==> config.mk <==
export PLATFORM = sky130hd
export DESIGN_NAME = count_capture
export DESIGN_NICKNAME = d
export VERILOG_FILES = /design/src/rtl/count_capture.sv
export SDC_FILE = /design/constraint.sdc
export NUM_CORES = 1
export LEC_CHECK = 0
export CAP_MARGIN = 20
export CORE_ASPECT_RATIO = 0.8
export CORE_MARGIN = 4
export CORE_UTILIZATION = 35
export CTS_BUF_LIST = sky130_fd_sc_hd__clkbuf_8
export CTS_CLUSTER_DIAMETER = 120
export CTS_CLUSTER_SIZE = 20
export DETAILED_ROUTE_END_ITERATION = 6
export PLACE_DENSITY = 0.53
export SKIP_LAST_GASP = 1
export SLEW_MARGIN = 0
export SYNTH_ARGS = -nofsm -noshare
export SYNTH_HDL_FRONTEND = slang
export SYNTH_SLANG_ARGS = --single-unit
export TNS_END_PERCENT = 5
==> constraint.sdc <==
create_clock -name clk -period 2.17 [get_ports clk]
set_clock_uncertainty 0.2 [all_clocks]
set_input_delay 0.217 -clock clk [delete_from_list [all_inputs] [get_ports clk]]
set_output_delay 0.217 -clock clk [all_outputs]
set_load 0.02 [all_outputs]
==> src/rtl/count_capture.sv <==
// count_capture: timestamps rising edges of evt_in by sampling the shared
// free-running counter into a small first-word-fall-through FIFO. It also
// raises single-cycle pulses on compare match and on counter wrap-around.
// All outputs come straight from registers.

module count_capture #(
    parameter int l     = 4,    // counter / compare / capture width
    parameter int DEPTH = 4     // FIFO depth, power of two, >= 2
) (
    input  logic                         clk,
    input  logic                         rst,        // synchronous, active low
    input  logic [l-1:0]                 count_in,
    input  logic                         evt_in,
    input  logic [l-1:0]                 cmp_val,
    input  logic                         cmp_en,
    input  logic                         cap_ready,
    input  logic                         ovf_clr,
    output logic [l-1:0]                 cap_data,
    output logic                         cap_valid,
    output logic [$clog2(DEPTH+1)-1:0]   cap_level,
    output logic                         cap_ovf,
    output logic                         cmp_match,
    output logic                         wrap
);

    localparam int LW = $clog2(DEPTH + 1);
    localparam int PW = $clog2(DEPTH);

    localparam logic [LW-1:0] FULL_LVL = LW'(DEPTH);
    localparam logic [LW-1:0] LVL_ONE  = LW'(1'b1);
    localparam logic [PW-1:0] PTR_ONE  = PW'(1'b1);

    // Storage and bookkeeping state
    logic [l-1:0]  mem_q [DEPTH];
    logic [PW-1:0] wr_ptr_q, wr_ptr_d;
    logic [PW-1:0] rd_ptr_q, rd_ptr_d;
    logic [LW-1:0] level_q,  level_d;
    logic [l-1:0]  data_q,   data_d;
    logic          valid_q,  valid_d;
    logic          ovf_q,    ovf_d;

    // Edge / compare / wrap history
    logic          evt_q;
    logic [l-1:0]  prev_count_q;
    logic          prev_match_q, prev_match_d;
    logic          match_q,      match_d;
    logic          wrap_q,       wrap_d;

    // Per-cycle decisions
    logic          rise_s;
    logic          pop_s;
    logic          full_s;
    logic          push_s;
    logic          drop_s;

    // Next-state logic for the FIFO, the sticky overflow flag and the pulses
    always_comb begin
        rise_s   = evt_in & ~evt_q;
        pop_s    = valid_q & cap_ready;
        full_s   = (level_q == FULL_LVL);
        // A full FIFO still accepts a sample when the head leaves this cycle.
        push_s   = rise_s & (~full_s | pop_s);
        drop_s   = rise_s & full_s & ~pop_s;

        if (push_s) begin
            wr_ptr_d = wr_ptr_q + PTR_ONE;
        end else begin
            wr_ptr_d = wr_ptr_q;
        end

        if (pop_s) begin
            rd_ptr_d = rd_ptr_q + PTR_ONE;
        end else begin
            rd_ptr_d = rd_ptr_q;
        end

        case ({push_s, pop_s})
            2'b10:   level_d = level_q + LVL_ONE;
            2'b01:   level_d = level_q - LVL_ONE;
            default: level_d = level_q;
        endcase

        valid_d = (level_d != {LW{1'b0}});

        // Pre-compute the head that will be visible next cycle. The slot being
        // written this cycle is not in mem_q yet, so forward count_in when the
        // new head is exactly that slot (push into empty, or push+pop at level 1).
        if (level_d == {LW{1'b0}}) begin
            data_d = {l{1'b0}};
        end else if (push_s && (wr_ptr_q == rd_ptr_d)) begin
            data_d = count_in;
        end else begin
            data_d = mem_q[rd_ptr_d];
        end

        // A new drop beats a simultaneous clear.
        if (drop_s) begin
            ovf_d = 1'b1;
        end else if (ovf_clr) begin
            ovf_d = 1'b0;
        end else begin
            ovf_d = ovf_q;
        end

        prev_match_d = cmp_en & (count_in == cmp_val);
        match_d      = prev_match_d & ~prev_match_q;
        wrap_d       = (prev_count_q == {l{1'b1}}) & (count_in == {l{1'b0}});
    end

    // Sample storage: written at the tail on every accepted capture
    always_ff @(posedge clk) begin
        if (push_s && rst) begin
            mem_q[wr_ptr_q] <= count_in;
        end
    end

    // Control and output registers with synchronous active-low reset
    always_ff @(posedge clk) begin
        if (!rst) begin
            wr_ptr_q     <= {PW{1'b0}};
            rd_ptr_q     <= {PW{1'b0}};
            level_q      <= {LW{1'b0}};
            data_q       <= {l{1'b0}};
            valid_q      <= 1'b0;
            ovf_q        <= 1'b0;
            evt_q        <= 1'b0;
            prev_count_q <= {l{1'b0}};
            prev_match_q <= 1'b0;
            match_q      <= 1'b0;
            wrap_q       <= 1'b0;
        end else begin
            wr_ptr_q     <= wr_ptr_d;
            rd_ptr_q     <= rd_ptr_d;
            level_q      <= level_d;
            data_q       <= data_d;
            valid_q      <= valid_d;
            ovf_q        <= ovf_d;
            evt_q        <= evt_in;
            prev_count_q <= count_in;
            prev_match_q <= prev_match_d;
            match_q      <= match_d;
            wrap_q       <= wrap_d;
        end
    end

    assign cap_data  = data_q;
    assign cap_valid = valid_q;
    assign cap_level = level_q;
    assign cap_ovf   = ovf_q;
    assign cmp_match = match_q;
    assign wrap      = wrap_q;

endmodule

**Word level (Yosys, flattened, before mapping)**

Memories as Yosys holds them, arrays and structs flattened. A register that Yosys moved wholly into a read port is not among the register bits.
Cells that the tools add are included.
Widths: inputs -> output; s select.

- Add/sub/neg operators: 4
- Multipliers: 0
- Divide/modulo/power cells: 0
- Magnitude comparators: 0
- Eq/ne operators: 5
- Shift-type cells: 0
- Mux-type cells: 6
- Bitwise gates (word level): 14
- Reduce and logical (&&, ||, !) cells: 6

Operators by type and width:

| operator | count |
|---|---|
| $and 1x1->1 | 8 |
| $pmux 3 s2 | 1 |
| $not 1->1 | 5 |
| $add 2x1->2 const B | 2 |
| $eq 4x4->1 | 1 |
| $eq 4x4->1 const B | 1 |
| $logic_not 4->1 | 1 |
| $mux 1 | 4 |
| $add 3x1->3 const B | 1 |
| $eq 3x3->1 const B | 1 |
| $logic_not 3->1 | 1 |
| $reduce_bool 3->1 | 1 |
| $sub 3x1->3 const B | 1 |
| $eq 2x1->1 const B | 1 |
| $eq 2x2->1 const B | 1 |
| $mux 2 | 1 |
| $reduce_bool 2->1 | 1 |
| $reduce_or 2->1 | 1 |
| $logic_and 1x1->1 | 1 |
| $or 1x1->1 | 1 |

- Bits in registers: 17
- Bits in latches: 0
- Memory bits (writable): 16
- Bits in read-only memories: 0
- Bits of input ports: 14
- Output and inout port bits: 11
- Logic and storage cells: 46
- Memories kept: 1

Memories:

| name | words | width | read ports | clocked after Yosys merged registers in | wr ports | RTL line | source |
|---|---|---|---|---|---|---|---|
| mem_q | 4 | 4 | 1 | 1 | 1 | 34 | `logic [l-1:0] mem_q [DEPTH];` |

**Depth between registers and ports, before layout**

- Depth after elaboration: 8
- Gate-level depth with buffers: 7
- Gate-level depth less buffers: 7

**Least setup slack after synthesis**

Ideal clock, no wire load.

- Kind: flip-flop to flip-flop
- From: reg valid_q (netlist: cap_valid)
- To: reg data_q[0] (netlist: cap_data[0]), read port of mem_q
- Library setup time: 140 ps
- Arrival: 2045 ps
- Required time: 1830 ps
- Setup slack: -215 ps
- Cell stages (with the launch flop): 8
- Clock period less this slack: 2385 ps
- Path through: dfxtp_1 -> nand2_1 -> nor2_1 -> inv_2 -> fa_1 -> mux2i_2 -> mux2i_2 -> a31oi_1

- Word-level cells in the longest chain between the ends: 7
- Elaborated cells between the ends (all ways): 9
- Those cells by class: 2 x eq/ne; 2 x mux; 3 x bitwise; 2 x reduce/logical

Ends and longest elaborated chain:

| item | RTL line | source |
|---|---|---|
| from (decl) | 39 | `logic valid_q, valid_d;` |
| from (signal assigned) | 136 | `valid_q <= valid_d;` |
| $and 1x1->1 * | 59 | `pop_s = valid_q & cap_ready;` |
| $or 1x1->1 | 62 | `push_s = rise_s & (~full_s \| pop_s);` |
| $and 1x1->1 | 62 |  |
| $eq 2x1->1 / $eq 2x2->1 (equally long branches) | 77 | `case ({push_s, pop_s})` |
| $pmux 3 s2 | 77 |  |
| $logic_not 3->1 | 88 | `if (level_d == {LW{1'b0}}) begin` |
| $reduce_or 2->1 (no line) | -- |  |
| to (decl) | 38 | `logic [l-1:0] data_q, data_d;` |

Mark *: on every way between the ends. The rest lies on a longest branch, timed or not.
A chain may end at the register's enable or synchronous reset.

**Worst setup path in the final report**

- From: in evt_in
- To: reg level_q[2] (netlist: cap_level[2])

- Word-level cells in the longest chain between the ends: 4
- Elaborated cells between the ends (all ways): 5
- Those cells by class: 2 x eq/ne; 1 x mux; 2 x bitwise

Ends and longest elaborated chain:

| item | RTL line | source |
|---|---|---|
| from (decl) | 13 | `input logic evt_in,` |
| $and 1x1->1 * | 58 | `rise_s = evt_in & ~evt_q;` |
| $and 1x1->1 * | 62 |  |
| $eq 2x1->1 / $eq 2x2->1 (equally long branches) | 77 |  |
| $pmux 3 s2 * | 77 |  |
| to (signal assigned) | 122 | `level_q <= {LW{1'b0}};` |
| to (signal assigned) | 134 | `level_q <= level_d;` |
| to (decl) | 37 | `logic [LW-1:0] level_q, level_d;` |

Marks and branches as above.

==> impl_metrics.csv <==
group,metric,value,unit
sta,setup_viol,0,
synthesis,synth_top_area_cell,"edfxtp_1",
clock_tree,cts_tree,"built",
sta,hold_violations,0,
synthesis,synthAdderAreaFrac,3.841,%
synthesis,synth_area,0.001824,mm²
global_routing,grt_remaining_overflow,0,
critical_path,path_max_fanout,6,
synthesis,synth_top_family_by_area,"multiplexers",
critical_path,critical_path_required,2.16,ns
clock_tree,h-tree-depth,2,
critical_path,start_kind,"primary input",
final_layout,fin_util,48.15,%
synthesis,synth_area_leaders,"edfxtp_1, dfxtp_1, mux2i_1, mux4_1, ha_1",
outcome,outcome,"finished clean",
floorplanning,die_y,72.58,µm
sta,setup_tns,0,ns
synthesis,syn-mean-instance-area,12.33,µm²
routing,wl,3650,µm
hold_path,holdPathStages,1,
sta,max_freq,0.4814,GHz
floorplanning,initial_core_util,36.22,%
hold_path,min_path_type,"flop to flop",
routing,drtIter0Drc,45,
placement,io_buffer_count,24,
sta,post-route-min-period,2.077,ns
sta,min_period_over_period,95.73,%
global_routing,antenna_found_initial,0,
clock_tree,clock_sinks,37,
floorplanning,io_pins,25,
routing,detail-route-antenna-nets,0,
final_layout,final_common_cell,"clkdlybuf4s50_1",
routing,dr.pass1.iters,4,
synthesis,seq_area_frac_synth,49.38,%
routing,wl_per_cell,14.09,µm
placement,dp_hpwl,2815,µm
synthesis,ys_ff_latch,37,
critical_path,crit_type,"primary input to flop",
global_routing,grtUsageTotal,12.62,%
critical_path,end_kind,"flop",
final_layout,drive_gt1_share,23.35,%
synthesis,synthMuxAreaShare,18.79,%
clock_tree,cts_root_buffer,"clkbuf_8",
clock_tree,clk_pin_slew,0.07,ns
power_and_ir_drop,power_leakage,0.0009104,µW
synthesis,postSynthNetCount,167,
clock_tree,cts_buffers,5,
floorplanning,dieWidth,88.72,µm
floorplanning,rows,23,
synthesis,ys_warn_count,0,
floorplanning,die_area,0.006438,mm²
synthesis,synth_compound_area_share,6.036,%
synthesis,ys.flop_type,"dfxtp_1",
placement,gp_congestion,0.8110,
clock_tree,clk_latency,0.29,ns
floorplanning,coreArea,0.005036,mm²
synthesis,synth_edf_count,16,
global_routing,grt_pass1_vias,1306,
power_and_ir_drop,vdd_ir_drop_max,0.6595,mV
routing,vias_per_cell,4.815,
critical_path,reg2regPathDepth,8,
job,drv_cap,0,
synthesis,yosys.area_share.simple,13.03,%
global_routing,grt_pass1_wl,5989,µm
synthesis,synth_cell_type_count,39,
synthesis,synth_cells,148,
sta,slew_viol_final,0,
sta,worst_pin_slew,0.3194,ns
synthesis,async_flop_share,0,%
routing,remaining_drc_errors,0,
final_layout,final_cell_mix,"clkdlybuf4s50_1, mux2i_1, buf_4, dfxtp_1, edfxtp_1",
clock_tree,cts_buffer_depth,2,
routing,via_count,1247,
final_layout,nNetsFinal,215,
sta,relSlewSlack,78.51,%
synthesis,synth_top_area_share,26.34,%
power_and_ir_drop,powerDensity,919.4,mW/mm²
global_routing,grt_max_degree,18,
final_layout,areaGrowthSynthToFinish,32.92,%
critical_path,cp.arrival,2.07,ns
synthesis,synth-xor-area-share,3.772,%
final_layout,antenna_cells,0,
## layout make-up
type,count,area (µm²)
Clock buffer,5,68.82
Fill cell,444,2611
Inverter,14,52.55
Tap cell,62,77.57
Sequential cell,37,905.9
Multi-Input combinational cell,92,857.1
Timing Repair Buffer,46,421.7
Clock inverter,3,41.29
## worst max-delay path, cell delays in order
cell and delay, ns:
clkdlybuf4s50_1 0.41, and2b_2 0.22, nor2_4 0.09, inv_2 0.05, fa_2 0.36, mux2i_4 0.21
mux2i_4 0.34, buf_6 0.14, inv_2 0.02
## path summary, 6_finish.rpt
| path | from | end | slack (ns) |
|---|---|---|---|
| hold reg to reg | prev_match_q | cmp_match | 0.19 |
| hold / removal | prev_match_q | cmp_match | 0.19 |
| setup / recovery | evt_in | cap_level[2] | 0.09 |
| setup reg to reg | evt_q | cap_level[2] | 0.11 |
## routing by layer
metal / up-vias / track usage, % / routed length, µm
li1: 624 / - / -
met1: 595 / 15.91 / 1714
met2: 23 / 19.77 / 1713
met3: 5 / 5.418 / 178
met4: 0 / 3.523 / 43
met5: - / 0 / 0
## kinds of logic after synthesis
| kind of cell | Yosys count |
|---|---|
| xor+xnor | 7 |
| fa+ha+maj | 5 |
| flops | 37 |
| simple gates | 40 |
| compound gates | 13 |
| mux | 27 |
| buf+inv | 19 |
## what timing repair did
item,CTS,global route
buffers inserted,1,0
pin swaps,0,3
hold buffers,0,0
resized for setup,1,4
setup endpoints to repair,5,6
## cells in the mapped netlist, types with 3 or more instances
library cell and n:
xor2_1 4, clkinv_1 4, mux2i_1 21, ha_1 4
edfxtp_1 16, inv_2 3, nand3_1 3, and2_1 7
mux4_1 4, dfxtp_1 21, a31oi_1 4, and3_1 5
inv_1 7, nor2_1 11
## through the flow
step	area [µm²]	total power (µW)	worst slack, ns	hold WS [ns]	std cells
after floorplan	1836	1332	0.03122	0.09313	148
after global placement	2282	1624	-0.2998	0.1776	250
after detailed placement	2282	1639	-0.3553	0.1924	250
after CTS	2402	2236	0.01662	0.2022	259
after global routing	2425	2355	-0.003197	0.2128	259
final	2425	2229	0.09264	0.1929	259
## report_power, final
group	switching, µW	internal [µW]	total [µW]
logic	368	407	776
registers	54.4	816	871
clock network	245	338	583
total	668	1560	2230
## flip-flops by register name, summed over array words and instances (netlist names)
register / flops
wr_ptr_q: 2
evt_q: 1
rd_ptr_q: 2
cmp_match: 1
cap_valid: 1
cap_ovf: 1
prev_match_q: 1
cap_data: 4
cap_level: 3
mem_q: 16
prev_count_q: 4
wrap: 1
(Power assumes the default switching activity.)
